### src/rtl/modulo_controlador_contador_5_bits.sv
// Sequencing controller for the 5-bit up/down T-flip-flop counter.
// Runs load -> count -> terminal cycles with pause, abort and an optional tick prescaler.
module modulo_controlador_contador_5_bits #(
    parameter int unsigned TICK_DIV = 1,
    parameter int unsigned TICK_W   = 8
) (
    input  logic       clk,
    input  logic       reset,
    input  logic       start,
    input  logic       stop,
    input  logic       pause,
    input  logic       dir,
    input  logic [4:0] preset,
    input  logic [4:0] limit,
    input  logic [4:0] q,
    output logic       cnt_enable,
    output logic       cnt_up_down,
    output logic       cnt_load,
    output logic [4:0] cnt_e_load,
    output logic       busy,
    output logic       done,
    output logic [2:0] state
);

    typedef enum logic [2:0] {
        S_INIT  = 3'd0,
        S_IDLE  = 3'd1,
        S_LOAD  = 3'd2,
        S_RUN   = 3'd3,
        S_PAUSE = 3'd4,
        S_DONE  = 3'd5
    } state_t;

    state_t            st;
    state_t            nxt;
    logic [4:0]        limit_c;
    logic [TICK_W-1:0] presc;
    logic              tick;
    logic              at_limit;

    assign tick     = (presc == TICK_W'(TICK_DIV - 1));
    assign at_limit = (q == limit_c);

    always_comb begin
        nxt        = st;
        cnt_enable = 1'b0;
        case (st)
            S_INIT:  nxt = S_IDLE;
            S_IDLE:  if (start && !stop) nxt = S_LOAD;
            S_LOAD:  nxt = stop ? S_IDLE : S_RUN;
            S_RUN: begin
                if (stop)          nxt = S_IDLE;
                else if (at_limit) nxt = S_DONE;
                else if (pause)    nxt = S_PAUSE;
                else               cnt_enable = tick;
            end
            S_PAUSE: begin
                if (stop)        nxt = S_IDLE;
                else if (!pause) nxt = S_RUN;
            end
            S_DONE:  nxt = S_IDLE;
            default: nxt = S_INIT;
        endcase
    end

    always_ff @(posedge clk) begin
        if (reset) begin
            st          <= S_INIT;
            cnt_load    <= 1'b1;
            cnt_e_load  <= '0;
            cnt_up_down <= 1'b0;
            limit_c     <= '0;
            presc       <= '0;
        end else begin
            st <= nxt;
            // load strobe is a flop decoded from the next state, so it never glitches
            cnt_load <= (nxt == S_INIT) || (nxt == S_LOAD);
            if (st == S_IDLE && nxt == S_LOAD) begin
                cnt_up_down <= dir;
                cnt_e_load  <= preset;
                limit_c     <= limit;
            end
            if (st == S_LOAD)
                presc <= '0;
            else if (st == S_RUN && nxt == S_RUN)
                presc <= tick ? '0 : presc + 1'b1;
        end
    end

    assign busy  = (st == S_LOAD) || (st == S_RUN) || (st == S_PAUSE);
    assign done  = (st == S_DONE);
    assign state = st;

endmodule

### config.mk
export PLATFORM = sky130hd
export DESIGN_NAME = modulo_controlador_contador_5_bits
export DESIGN_NICKNAME = d
export VERILOG_FILES = /design/src/rtl/modulo_controlador_contador_5_bits.sv
export SDC_FILE = /design/constraint.sdc
export NUM_CORES = 1
export LEC_CHECK = 0
export ABC_AREA = 1
export CAP_MARGIN = 20
export CORE_MARGIN = 2
export CORE_UTILIZATION = 44
export DETAILED_ROUTE_END_ITERATION = 16
export PLACE_DENSITY_LB_ADDON = 0.12
export SLEW_MARGIN = 20
export SYNTH_ARGS = -nofsm -noshare
export SYNTH_HDL_FRONTEND = slang
export SYNTH_SLANG_ARGS = --single-unit
### constraint.sdc
create_clock -name clk -period 1.75 [get_ports clk]
set_input_delay 0.525 -clock clk [delete_from_list [all_inputs] [get_ports clk]]
set_output_delay 0.525 -clock clk [all_outputs]
set_load 0.01 [all_outputs]
* Yosys cells after proc, flatten, opt, wreduce, memory -nomap -nowiden
Cells that the tools add are included.
** Word-level totals
- Register bits after elaboration :: 23
- Output and inout bits :: 13
** Cells by class
- Mux-type cells :: 13
- Eq/ne operators :: 8
- $add $sub $neg :: 1
- Reduce and logical (&&, ||, !) cells :: 12
** Operator list (number)
- $mux 3 :: 6
- $pmux 3 s5 :: 1
- $eq 3x2->1 const B :: 4
- $add 8x1->8 const B :: 1
- $logic_not 8->1 :: 1
- $mux 8 :: 1
- $eq 3x3->1 const B :: 2
- $logic_not 3->1 :: 2
- $eq 5x5->1 :: 1
- $mux 1 :: 4
- $reduce_or 2->1 :: 2
- $eq 3x1->1 const B :: 1
- $logic_and 1x1->1 :: 3
- $logic_or 1x1->1 :: 3
- $mux 2 :: 1
- $logic_not 1->1 :: 1

* Longest topological paths before layout
Gate-level depths: netlist of the first run.
- Depth in word-level cells :: 6
- Depth in mapped cells :: 10
- Gate-level depth less buffers :: 9

* Worst setup path after synthesis of the first run
OpenSTA, ideal clock, no wires.
- Path type :: register -> output
- From :: register st[0], in the netlist state[0]
- To :: output cnt_enable
- Path slack :: 0.092 ns
- Arrival time :: 1.133 ns
- Stages on the path, launching flop included :: 5
- Path through :: dfxtp_1 > inv_2 > nor3_1 > nand3_1 > a31oi_1
** Between the ends
- Word-level cells in the longest chain between the ends :: 2
** RTL lines
- from (decl) :: line 34 : state_t st;
- from (signal assigned) :: line 75 : st <= nxt;
- $eq 3x2->1 :: line 47 : case (st)
- $mux 1 :: line 47
- to (decl) :: line 16 : output logic cnt_enable,
No other way between the ends.

* Final worst setup path of the first run
- From :: input pause
- To :: output cnt_enable
** Between the ends
- Word-level cells in the longest chain between the ends :: 4
** RTL lines
- from (decl) :: line 11 : input logic pause,
- $mux 1 :: line 54 : else if (pause) nxt = S_PAUSE;
- $mux 1 :: line 53 : else if (at_limit) nxt = S_DONE;
- $mux 1 :: line 52 : if (stop) nxt = S_IDLE;
- $mux 1 :: line 47
No other way between the ends.

==> results of run 1 <==
## layer usage
layer / routed length, um / vias to the layer above
met3: 176 / 6
met1: 1450 / 675
met5: 0 / -
li1: - / 766
met2: 1990 / 43
met4: 47 / 0
## flip-flops by register name, summed over array words and instances, names as in the netlist
register	flops
cnt_up_down	1
limit_c	5
cnt_load	1
state	3
cnt_e_load	5
presc	8
## through the flow
stage	setup slack, ns	util (%)
after floorplan	0.0921	-
after global placement	-0.830	68.4
after detailed placement	-0.847	68.4
after CTS	-0.299	71.1
after global routing	-0.351	74.0
final	-0.272	74.0
## kinds of logic (layout without fill, tap and decap cells)
kind of cell,after synthesis,after routing
buffers and inverters,37,114
adders and majority gates,2,2
AOI/OAI and AO/OA,32,32
xor gates and xnor gates,2,2
and+or+nand+nor,98,99
DFF,23,23
## layout make-up
class | instances | area (um2)
Clock buffer | 3 | 22.5
Clock inverter | 1 | 5.00
Fill cell | 213 | 724
Inverter | 34 | 128
Multi-Input combinational cell | 135 | 749
Sequential cell | 23 | 467
Tap cell | 31 | 38.8
Timing Repair Buffer | 76 | 647
## path summary, 6_finish.rpt
path                              start                    endpoint  slack [ns]
min reg2reg  cnt_e_load[3]$_SDFFE_PP0P_  cnt_e_load[3]$_SDFFE_PP0P_        0.53
max                               pause                  cnt_enable       -0.27
min          cnt_e_load[3]$_SDFFE_PP0P_  cnt_e_load[3]$_SDFFE_PP0P_        0.53
max reg2reg         state[2]$_SDFF_PP0_         state[1]$_SDFF_PP0_        0.30
## where the power goes
part	leakage, nW	switching (mW)	internal, mW
sequential	0.189	0.0107	0.545
clock	0.0177	0.171	0.0856
combinational	0.852	0.115	0.127
## cell usage in the layout (no fill, tap or decap), drive strengths merged
master	n
a21oi	12
a221oi	1
a31oi	1
buf	46
clkbuf	3
clkdlybuf4s50	16
clkinv	1
dfxtp	23
dlygate4sd2	9
dlymetal6s2s	5
ha	2
inv	34
nand2	41
nand3	8
nand4	5
nor2	40
nor3	4
o211ai	1
o21ai	14
o21bai	3
or2	1
xnor2	1
xor2	1
## worst min-delay path: cells and delay by family, from the launching register on
family          cells  cell delay, ns
compound gates      1            0.08
flops               1            0.35
simple gates        1            0.08
## what timing repair did
action / CTS / global route
cloned: 0 / 1
setup buffers: 5 / 5
resized for setup: 33 / 11
pin swaps: 7 / 6
endpoints found under the setup margin: 9 / 16
==> results by group, run 1 <==
STA
  – Setup TNS Final: -0.305 ns
  – RSZ-0062 raised after global routing: yes
  – Relative slew slack: about four fifths
  – Worst Hold Slack: 0.531 ns
  – Least-Margin Pin Slew: 0.318 ns
  – # setup viols final: 2
  – Final WS setup: -0.272 ns
  – Slew Limit Fails: 0
  – Minimum clock period: between 2 and 2.5 ns
  – Fmax: approximately 0.5 GHz
  – Final worst-path cycle share: 116%
  – Fin. Hold Viols: 0
  – Worst Skew: 0.00719 ns

Route
  – Detailed Routing Iterations Pass 1: 4
  – Routed vias/inst: 4.92
  – DRT antenna net count: 0
  – First DRT Iteration DRCs: 62
  – Vias: 1,490
  – DRC Markers: 0
  – Wire length per cell: roughly 12 um
  – Routed Wire Length: between 3000 and 4000 um

Global routing
  – Grt ovf: 0
  – Vias in the first global route: approximately 1,400
  – Grt met2 use: 40.8%
  – M1 GR Usage: 23.7%
  – Total track usage: between 20% and 30%
  – M3 GR Usage: roughly 4.6%
  – First-pass GRT wire length: 5740 um
  – Largest net degree at the start of global routing: 17
  – Gr busiest metal: met2
  – Initial antenna violation count: 0

Worst setup path
  – R2R depth: 12
  – Worst path max stage delay: 0.43 ns
  – Slowest CP cell: clkdlybuf4s50_1
  – Startpoint Class: input pin
  – Cell Chain, Critical Path: clkdlybuf4s50_1, inv_1, nand3_1, a31oi_1, buf_2
  – Critical path required time: roughly 1.2 ns
  – Critical path data arrival time: around 1.5 ns
  – CP Class: input pin to output pin
  – Worst path top cell family by delay: buffers and inverters
  – Worst-path fanout max: 3
  – WP buf/inv: 3
  – CP Capture Type: output pin
  – Levels on crit path: 5

Clock network
  – Total CTS buffers: 3
  – CTS tree: built
  – Root Buffer: clkbuf_4
  – CTS Sinks: 23
  – Htree depth: 1
  – Clk buf depth: 2
  – Worst skew pair latency: around 0.32 ns
  – Clock transition at path regs: roughly 0.13 ns
  – Hold_buf cts: 0

Logic synthesis
  – Mapped Area: approximately 0.0013 mm2
  – Area share of xor/xnor cells in the synthesized design: about 1.3%
  – Register area share after synthesis: 35.3%
  – Yosys reg bits: 23
  – Primary FF master, synth: dfxtp_1
  – Mapped Nets: roughly 220
  – Largest family of logic cells by synthesized area: simple AND/OR/NAND/NOR gates
  – EDFF count, synth: 0
  – Netlist cell types: 29
  – Compound-gate portion of the synthesized area: around 15%
  – Area contributors post-synth: dfxtp_1 35%, nand2_1 12%, nor2_1 10%
  – Yosys warns: 0
  – Post-Synth Adder-Cell Area: between 1.5 and 2%
  – Most numerous cell in the Yosys netlist: nand2_1
  – Yosys top cell by area: dfxtp_1
  – Mean Syn Cell Area: 6.72 um2
  – Cell count after synthesis: about 190
  – Synth Area in Simple Gates: between 30% and 40%
  – Most instantiated cells after synthesis: 40 x nand2_1, 35 x nor2_1, 24 x inv_1
  – Yosys top cell area share: approximately a third
  – Mux cell area share after synthesis: 0%
  – Ys async rst share: 0%

Outcome
  – Outcome: finished, violations left
  – Failing checks: setup timing

Placement
  – DP Wirelength: 2500 um
  – Post-Place Cell Area: 0.00190 mm2
  – GPL Wtd Cong: approximately 1
  – Placed insts: roughly 290
  – Buffers added on ports: 33

Floorplanning
  – Ports: 34
  – DIE HEIGHT: between 50 and 60 um
  – Die width: 58.4 um
  – Area of the die: 0.00341 mm2
  – Core Area: between 0.002 and 0.003 mm2
  – Initial Utilization: between 40 and 50%
  – Row count: 19

Final layout
  – Diodes inserted: 0
  – Non-Filler Instances: 303
  – Area Growth Syn to Fin: 57.8%
  – Nets@finish: a little under 300
  – Final non-filler cell area: about 0.002 mm2
  – Layout cells sized above 1: between 30 and 40%

Power and ir drop
  – Worst vdd ir: between 0.5 and 0.6 mV
  – Static Leak: between 1 and 1.5 nW
  – Power Total: about 1.1 mW
  – Power per cell area: between 500 and 600 mW/mm2

Min path
  – Worst min path class: flop to flop
  – Worst hold stages: 2

Job
  – Max_cap viols: 0
(Power assumes the default switching activity.)
==> run 2, diff against run 1 <==
--- a/config.mk
+++ b/config.mk
@@ -11,6 +11,7 @@
 export CORE_UTILIZATION = 44
 export DETAILED_ROUTE_END_ITERATION = 16
 export PLACE_DENSITY_LB_ADDON = 0.12
+export SETUP_SLACK_MARGIN = 0.5
 export SLEW_MARGIN = 20
 export SYNTH_ARGS = -nofsm -noshare
 export SYNTH_HDL_FRONTEND = slang
==> run 2 against run 1 <==
- the flow still finishes with violations (setup timing)
- routed wire length increased by 87%
- critical path depth increased by 2
- final area increased by 28%
- clock skew about the same
- first-iteration DRC count increased by 140%
- worst hold slack improved by 0.026 ns
- total power increased by 19%
- global-route usage increased by 10 points
- clock power increased by 5%
- combinational power increased by 71%
- critical path type is now flop to output pin
- critical endpoint unchanged
- largest power group unchanged
==> results by group, run 2 (same netlist as run 1, synthesis figures left out) <==
Outcome
  – Outcome: finished, violations left
  – Failing checks: setup timing

Route
  – Routed Wire Length: a little under 7000 um
  – Wire length per cell: ~21 um
  – DRT antenna net count: 0
  – Routed vias/inst: between 5 and 6
  – First DRT Iteration DRCs: roughly 150
  – Detailed Routing Iterations Pass 1: 6
  – DRC Markers: 0
  – Vias: 1,896

Worst setup path
  – Critical path data arrival time: 1.63 ns
  – Critical path required time: 1.22 ns
  – Startpoint Class: flop
  – Worst-path fanout max: 2
  – CP Capture Type: output pin
  – CP Class: flop to output pin

Power and ir drop
  – Power per cell area: about 480 mW/mm2
  – Psw: between 400 and 500 uW
  – Pint: 839 uW
  – Combinational power share: between 30% and 40%
  – Seq pwr share: between 40% and 50%
  – Net Sw Frac: approximately a third
  – Clock share of power: ~22%
  – Static Leak: around 1.2 nW
  – Power Total: between 1 and 1.5 mW
  – Worst vdd ir: between 0.5 and 0.6 mV

Final layout
  – Regs by FF count: presc (8), cnt_e_load (5), limit_c (5)
  – Non-Filler Instances: between 300 and 400
  – Nets@finish: around 310
  – Max reg flops: 8
  – Layout cells sized above 1: between 60% and 70%
  – Commonest non-fill, non-tap cell in the layout: buf_6
  – Area Growth Syn to Fin: 102%
  – Diodes inserted: 0
  – Most frequent cells in the layout: 37 x buf_6, 32 x buf_4, 26 x nand2_1, 18 x inv_1, 18 x nor2_1
  – Largest Register: presc

STA
  – # setup viols final: 4
  – Relative slew slack: about 73%
  – Fmax: 0.464 GHz
  – Fin. Hold Viols: 0
  – RSZ-0062 raised after global routing: yes
  – Least-Margin Pin Slew: approximately 0.40 ns
  – Setup TNS Final: -0.638 ns
  – Minimum clock period: 2.16 ns
  – Final WS setup: -0.407 ns
  – Final worst-path cycle share: 123%
  – Worst Skew: roughly 0.0072 ns
  – Slew Limit Fails: 0

Global routing
  – Largest net degree at the start of global routing: 14
  – First-pass GRT wire length: a little over 8000 um
  – Initial antenna violation count: 0
  – Grt ovf: 0
  – Total track usage: 32.0%
  – Vias in the first global route: around 1,800

Floorplanning
  – Row count: 19
  – Initial Utilization: between 40% and 50%
  – Area of the die: around 0.0034 mm2
  – Die width: ~58 um
  – Ports: 34
  – DIE HEIGHT: approximately 60 um
  – Core Area: between 0.002 and 0.003 mm2

Clock network
  – CTS Sinks: 23
  – Clock transition at path regs: between 0.1 and 0.15 ns
  – Hold_buf cts: 0
  – CTS tree: built
  – Root Buffer: clkbuf_4
  – Htree depth: 1
  – Clk buf depth: 2
  – Total CTS buffers: 3
  – Worst skew pair latency: 0.33 ns

Placement
  – GPL Wtd Cong: slightly below 0.9
  – Placed insts: about 290
  – Worst slack, placed: -0.803 ns
  – Buffers added on ports: 33
  – DP Wirelength: 2810 um

Min path
  – Worst min path class: flop to flop

Job
  – Max_cap viols: 0
-- run 2: cell count changes in the layout (fill, tap and decap cells not counted), sizes merged --
cell,before,now
clkinv,1,3
buf,46,75
inv,34,33
dlymetal6s2s,5,0
dlygate4sd2,9,3
clkdlybuf4s15,0,1
clkdlybuf4s50,16,13
-- run 2: stage by stage --
stage	instance area, um2	util, %	hold slack [ns]
2_1_floorplan	1400	-	0.436
3_3_place_gp	1990	71.5	0.489
3_5_place_dp	1990	71.5	0.510
4_1_cts	2410	86.5	0.546
5_1_grt	2630	94.6	0.600
6_report	2630	94.6	0.557
-- run 2: cell type report --
cell class / count / area (um2)
Multi-Input combinational cell: 135 / 1020
Timing Repair Buffer: 92 / 863
Sequential cell: 23 / 483
Inverter: 34 / 176
Fill cell: 77 / 151
Tap cell: 31 / 38.8
Clock buffer: 3 / 22.5
Timing Repair inverter: 1 / 16.3
Clock inverter: 1 / 5.00
-- run 2: worst paths after layout --
check | depth (start not counted) | slack, ns | from | to
setup reg to reg | 11 | 0.03 | state[1]$_SDFF_PP0_ | limit_c[4]$_SDFFE_PP0P_
setup / recovery | 7 | -0.41 | presc[0]$_SDFFE_PP0P_ | cnt_enable
hold / removal | 2 | 0.56 | cnt_e_load[3]$_SDFFE_PP0P_ | cnt_e_load[3]$_SDFFE_PP0P_
hold reg to reg | 2 | 0.56 | cnt_e_load[3]$_SDFFE_PP0P_ | cnt_e_load[3]$_SDFFE_PP0P_
-- run 2: metal layers --
| layer | global-route usage, % | vias up | share of wire, % |
|---|---|---|---|
| met5 | 0 | - | 0 |
| met4 | 17.6 | 0 | 6.7 |
| met3 | 5.49 | 55 | 9.6 |
| met2 | 57.1 | 167 | 51 |
| met1 | 35.7 | 873 | 33 |
| li1 | - | 801 | - |
-- run 2: critical path, cell delays in order (launching register included) --
cell     delay (ns)
dfxtp_2        0.35
inv_2          0.07
ha_4           0.14
nand4_1        0.11
nor2_2         0.17
nand3_2        0.14
a31oi_2        0.16
buf_2          0.16
-- run 2: power groups by stage --
stage                     clock network (mW)  registers (mW)  logic, mW
after CTS                              0.258           0.560      0.325
after floorplan                            0           0.576     0.0993
after global placement                     0           0.565      0.240
final                                  0.271           0.568      0.413
after global routing                   0.283           0.569      0.427
after detailed placement                   0           0.567      0.246
-- run 2: repair_timing --
item                                    CTS  global route
pin swaps                                35            24
buffers inserted                         21             5
gates cloned                              2             0
endpoints found under the setup margin   36            36
gates resized for setup                 151            48
==> run 3, diff against run 2 <==
--- a/config.mk
+++ b/config.mk
@@ -8,7 +8,7 @@
 export ABC_AREA = 1
 export CAP_MARGIN = 20
 export CORE_MARGIN = 2
-export CORE_UTILIZATION = 44
+export CORE_UTILIZATION = 48
 export DETAILED_ROUTE_END_ITERATION = 16
 export PLACE_DENSITY_LB_ADDON = 0.12
 export SETUP_SLACK_MARGIN = 0.5
==> run 3 against run 2 <==
- the run now fails in global routing
- synthesized cell count stayed put
- area after synthesis stayed put
==> results by group, run 3 <==
Outcome
  – Outcome: stopped before the end
  – Last stage: global routing
  – Log Error: [ERROR DPL-0038] Utilization greater than 100%, impossible to legalize

Logic synthesis
  – Cell count after synthesis: ~190
  – Yosys warns: 0
  – Most numerous cell in the Yosys netlist: nand2_1
  – Mux cell area share after synthesis: 0%
  – Mapped Nets: 217
  – Post-Synth Adder-Cell Area: 1.92%
  – EDFF count, synth: 0
  – Register area share after synthesis: 35.3%
  – Mean Syn Cell Area: 6.72 um2
  – Mapped Area: roughly 0.0013 mm2
  – Primary FF master, synth: dfxtp_1
  – Yosys top cell area share: around a third
  – Synth Area in Simple Gates: between 30% and 40%
  – Ys async rst share: 0%
  – Area share of xor/xnor cells in the synthesized design: 1.34%
  – Area contributors post-synth: dfxtp_1 35%, nand2_1 12%, nor2_1 10%
  – Largest family of logic cells by synthesized area: simple AND/OR/NAND/NOR gates
  – Yosys reg bits: 23
  – Netlist cell types: 29
  – Yosys top cell by area: dfxtp_1
  – Compound-gate portion of the synthesized area: roughly 15%
  – Most instantiated cells after synthesis: 40 x nand2_1, 35 x nor2_1, 24 x inv_1

Floorplanning
  – Initial Utilization: between 50% and 60%
  – DIE HEIGHT: between 50 and 60 um
  – Die width: 56.1 um
  – Row count: 18
  – Ports: 34

Placement
  – DP Wirelength: ~2600 um
  – Placed insts: ~290
  – Buffers added on ports: 33
  – GPL Wtd Cong: 0.887

Clock network
  – Root Buffer: clkbuf_4
  – CTS Sinks: 23
  – Htree depth: 1
  – Clk buf depth: 2
  – Total CTS buffers: 3
  – Hold_buf cts: 0

Global routing
  – Largest net degree at the start of global routing: 14

STA
  – Post-GRT worst EP: cnt_enable
  – Worst_ep kind: output port
## run 3: cell counts after synthesis
No cell type changed its count.
## run 3: timing repair
action                     CTS
gates resized for setup    143
cloned                       2
buffers inserted            20
pin swaps                   33
setup endpoints to repair   36
## run 3: cells by family after synthesis
group | count (synthesis)
simple gates | 98
buf+inv | 37
compound gates | 32
flops | 23
xor+xnor | 2
fa+ha+maj | 2
## run 3: per-stage QoR
step | hold slack (ns) | worst slack, ns | area (um2)
after CTS | 0.517 | -0.265 | 2360
after floorplan | 0.436 | 0.188 | 1400
after global placement | 0.487 | -0.772 | 1980
after detailed placement | 0.498 | -0.796 | 1980
==> run 4, diff against run 3 <==
--- a/config.mk
+++ b/config.mk
@@ -8,10 +8,9 @@
 export ABC_AREA = 1
 export CAP_MARGIN = 20
 export CORE_MARGIN = 2
-export CORE_UTILIZATION = 48
+export CORE_UTILIZATION = 35
 export DETAILED_ROUTE_END_ITERATION = 16
-export PLACE_DENSITY_LB_ADDON = 0.12
-export SETUP_SLACK_MARGIN = 0.5
+export PLACE_DENSITY_LB_ADDON = 0.15
 export SLEW_MARGIN = 20
 export SYNTH_ARGS = -nofsm -noshare
 export SYNTH_HDL_FRONTEND = slang
==> run 4 against run 3 <==
- the flow now finishes, with violations (setup timing)
==> results by group, run 4 (same netlist as run 1, synthesis figures left out) <==
Outcome
  – Outcome: finished, violations left
  – Failing checks: setup timing

Global routing
  – Largest net degree at the start of global routing: 17
  – Grt ovf: 0
  – Vias in the first global route: ~1,300
  – Total track usage: around 16%
  – First-pass GRT wire length: 5490 um
  – Initial antenna violation count: 0

STA
  – Final WS setup: -0.206 ns
  – Minimum clock period: 1.96 ns
  – Setup TNS Final: -0.208 ns
  – Fmax: 0.511 GHz
  – Relative slew slack: about 80%
  – Slew Limit Fails: 0
  – Final worst-path cycle share: 112%
  – # setup viols final: 2
  – Worst Skew: approximately 0.0027 ns
  – Fin. Hold Viols: 0
  – Least-Margin Pin Slew: around 0.30 ns
  – RSZ-0062 raised after global routing: yes

Power and ir drop
  – Static Leak: a little under 1 nW
  – Worst vdd ir: ~0.37 mV
  – Power per cell area: between 500 and 600 mW/mm2

Worst setup path
  – Slowest CP cell: clkdlybuf4s50_1
  – Worst-path fanout max: 2
  – CP Capture Type: output pin
  – Worst path max stage delay: about 0.42 ns
  – Cell Chain, Critical Path: clkdlybuf4s50_1, xnor2_1, a31oi_1, buf_2
  – Startpoint Class: input pin
  – CP Class: input pin to output pin
  – Crit. Startpoint: q[3]
  – Worst r2r src: presc[0]$_SDFFE_PP0P_
  – Critical path data arrival time: about 1.4 ns
  – Critical path required time: between 1 and 1.5 ns

Clock network
  – CTS tree: built
  – Total CTS buffers: 3
  – Clock transition at path regs: 0.08 ns
  – Hold_buf cts: 0
  – Worst skew pair latency: about 0.27 ns
  – Clk buf depth: 2
  – Root Buffer: clkbuf_8
  – Htree depth: 1
  – CTS Sinks: 23

Floorplanning
  – Row count: 22
  – DIE HEIGHT: 65.0 um
  – Area of the die: roughly 0.0042 mm2
  – Initial Utilization: a little over a third
  – Core Area: between 0.003 and 0.004 mm2
  – Die width: approximately 65 um
  – Ports: 34

Final layout
  – Area Growth Syn to Fin: 58.2%
  – Nets@finish: between 200 and 300
  – Largest Register: presc
  – Util after Layout: between 50% and 60%
  – Regs by FF count: presc (8), cnt_e_load (5), limit_c (5)
  – Final non-filler cell area: approximately 0.0021 mm2
  – Diodes inserted: 0
  – Max reg flops: 8
  – Fill count: between 300 and 400
  – Non-Filler Instances: 318
  – Layout cells sized above 1: between 30% and 40%
  – Most frequent cells in the layout: 40 x nand2_1, 40 x buf_4, 33 x nor2_1, 23 x inv_1, 21 x clkdlybuf4s50_1

Route
  – Wire length per cell: between 10 and 15 um
  – First DRT Iteration DRCs: 86
  – Detailed Routing Iterations Pass 1: 5
  – Routed vias/inst: 4.46
  – Routed Wire Length: about 3300 um
  – DRC Markers: 0
  – DRT antenna net count: 0
  – Vias: ~1,400

Min path
  – Worst min path class: flop to flop
  – Min-Delay Startpoint: cnt_e_load[2]$_SDFFE_PP0P_

Job
  – Max_cap viols: 0

Placement
  – Post-Place Cell Area: 0.00194 mm2
  – Buffers added on ports: 33
  – GPL Wtd Cong: 0.869
  – DP Wirelength: around 2300 um
  – Placed insts: 308
  – Worst slack, placed: -0.885 ns
==> run 4: report_power, final <==
group          internal (mW)  total, mW  switching (mW)
registers              0.544      0.554          0.0102
logic                  0.130      0.241           0.112
clock network          0.163      0.341           0.178
total                  0.836       1.14           0.300
==> run 4: final timing paths <==
path | to | cells past startpoint | slack (ns)
worst max-delay path | cnt_enable | 4 | -0.21
worst max register to register | presc[7]$_SDFFE_PP0P_ | 9 | 0.29
worst min register to register | cnt_e_load[2]$_SDFFE_PP0P_ | 2 | 0.51
worst min-delay path | cnt_e_load[2]$_SDFFE_PP0P_ | 2 | 0.51
==> run 4: critical path, delay by kind of cell <==
family / cells / cell delay [ns]
AOI/OAI and AO/OA: 1 / 0.19
xor gates and xnor gates: 1 / 0.14
buffers and inverters: 2 / 0.58
==> run 4: area by class of cell <==
type	instances	area, um2	area share (%)
Clock buffer	4	45.0	2.18
Inverter	34	128	6.19
Multi-Input combinational cell	135	749	36.3
Sequential cell	23	464	22.5
Tap cell	48	60.1	2.91
Timing Repair Buffer	74	616	29.9
==> run 4: repair_timing <==
action | in CTS | in global routing
setup endpoints to repair | 6 | 4
setup buffers | 4 | 1
pin swaps | 8 | 4
gates resized for setup | 31 | 4
cloned | 0 | 1
==> run 4: per-layer routing <==
metal,GRT usage (%),wire (um),share of wire [%],up-vias
met5,0,0,0,-
met4,6.51,57,1.7,0
met3,3.99,187,5.7,5
met2,28.6,1610,49,37
met1,19.0,1420,43,617
li1,-,-,-,759
==> run 4: per-stage QoR <==
step                hold slack, ns  total power, mW
floorplan                    0.436            0.667
global placement             0.493            0.800
detailed placement           0.500            0.800
CTS                          0.523             1.14
global route                 0.574             1.20
finish                       0.514             1.14
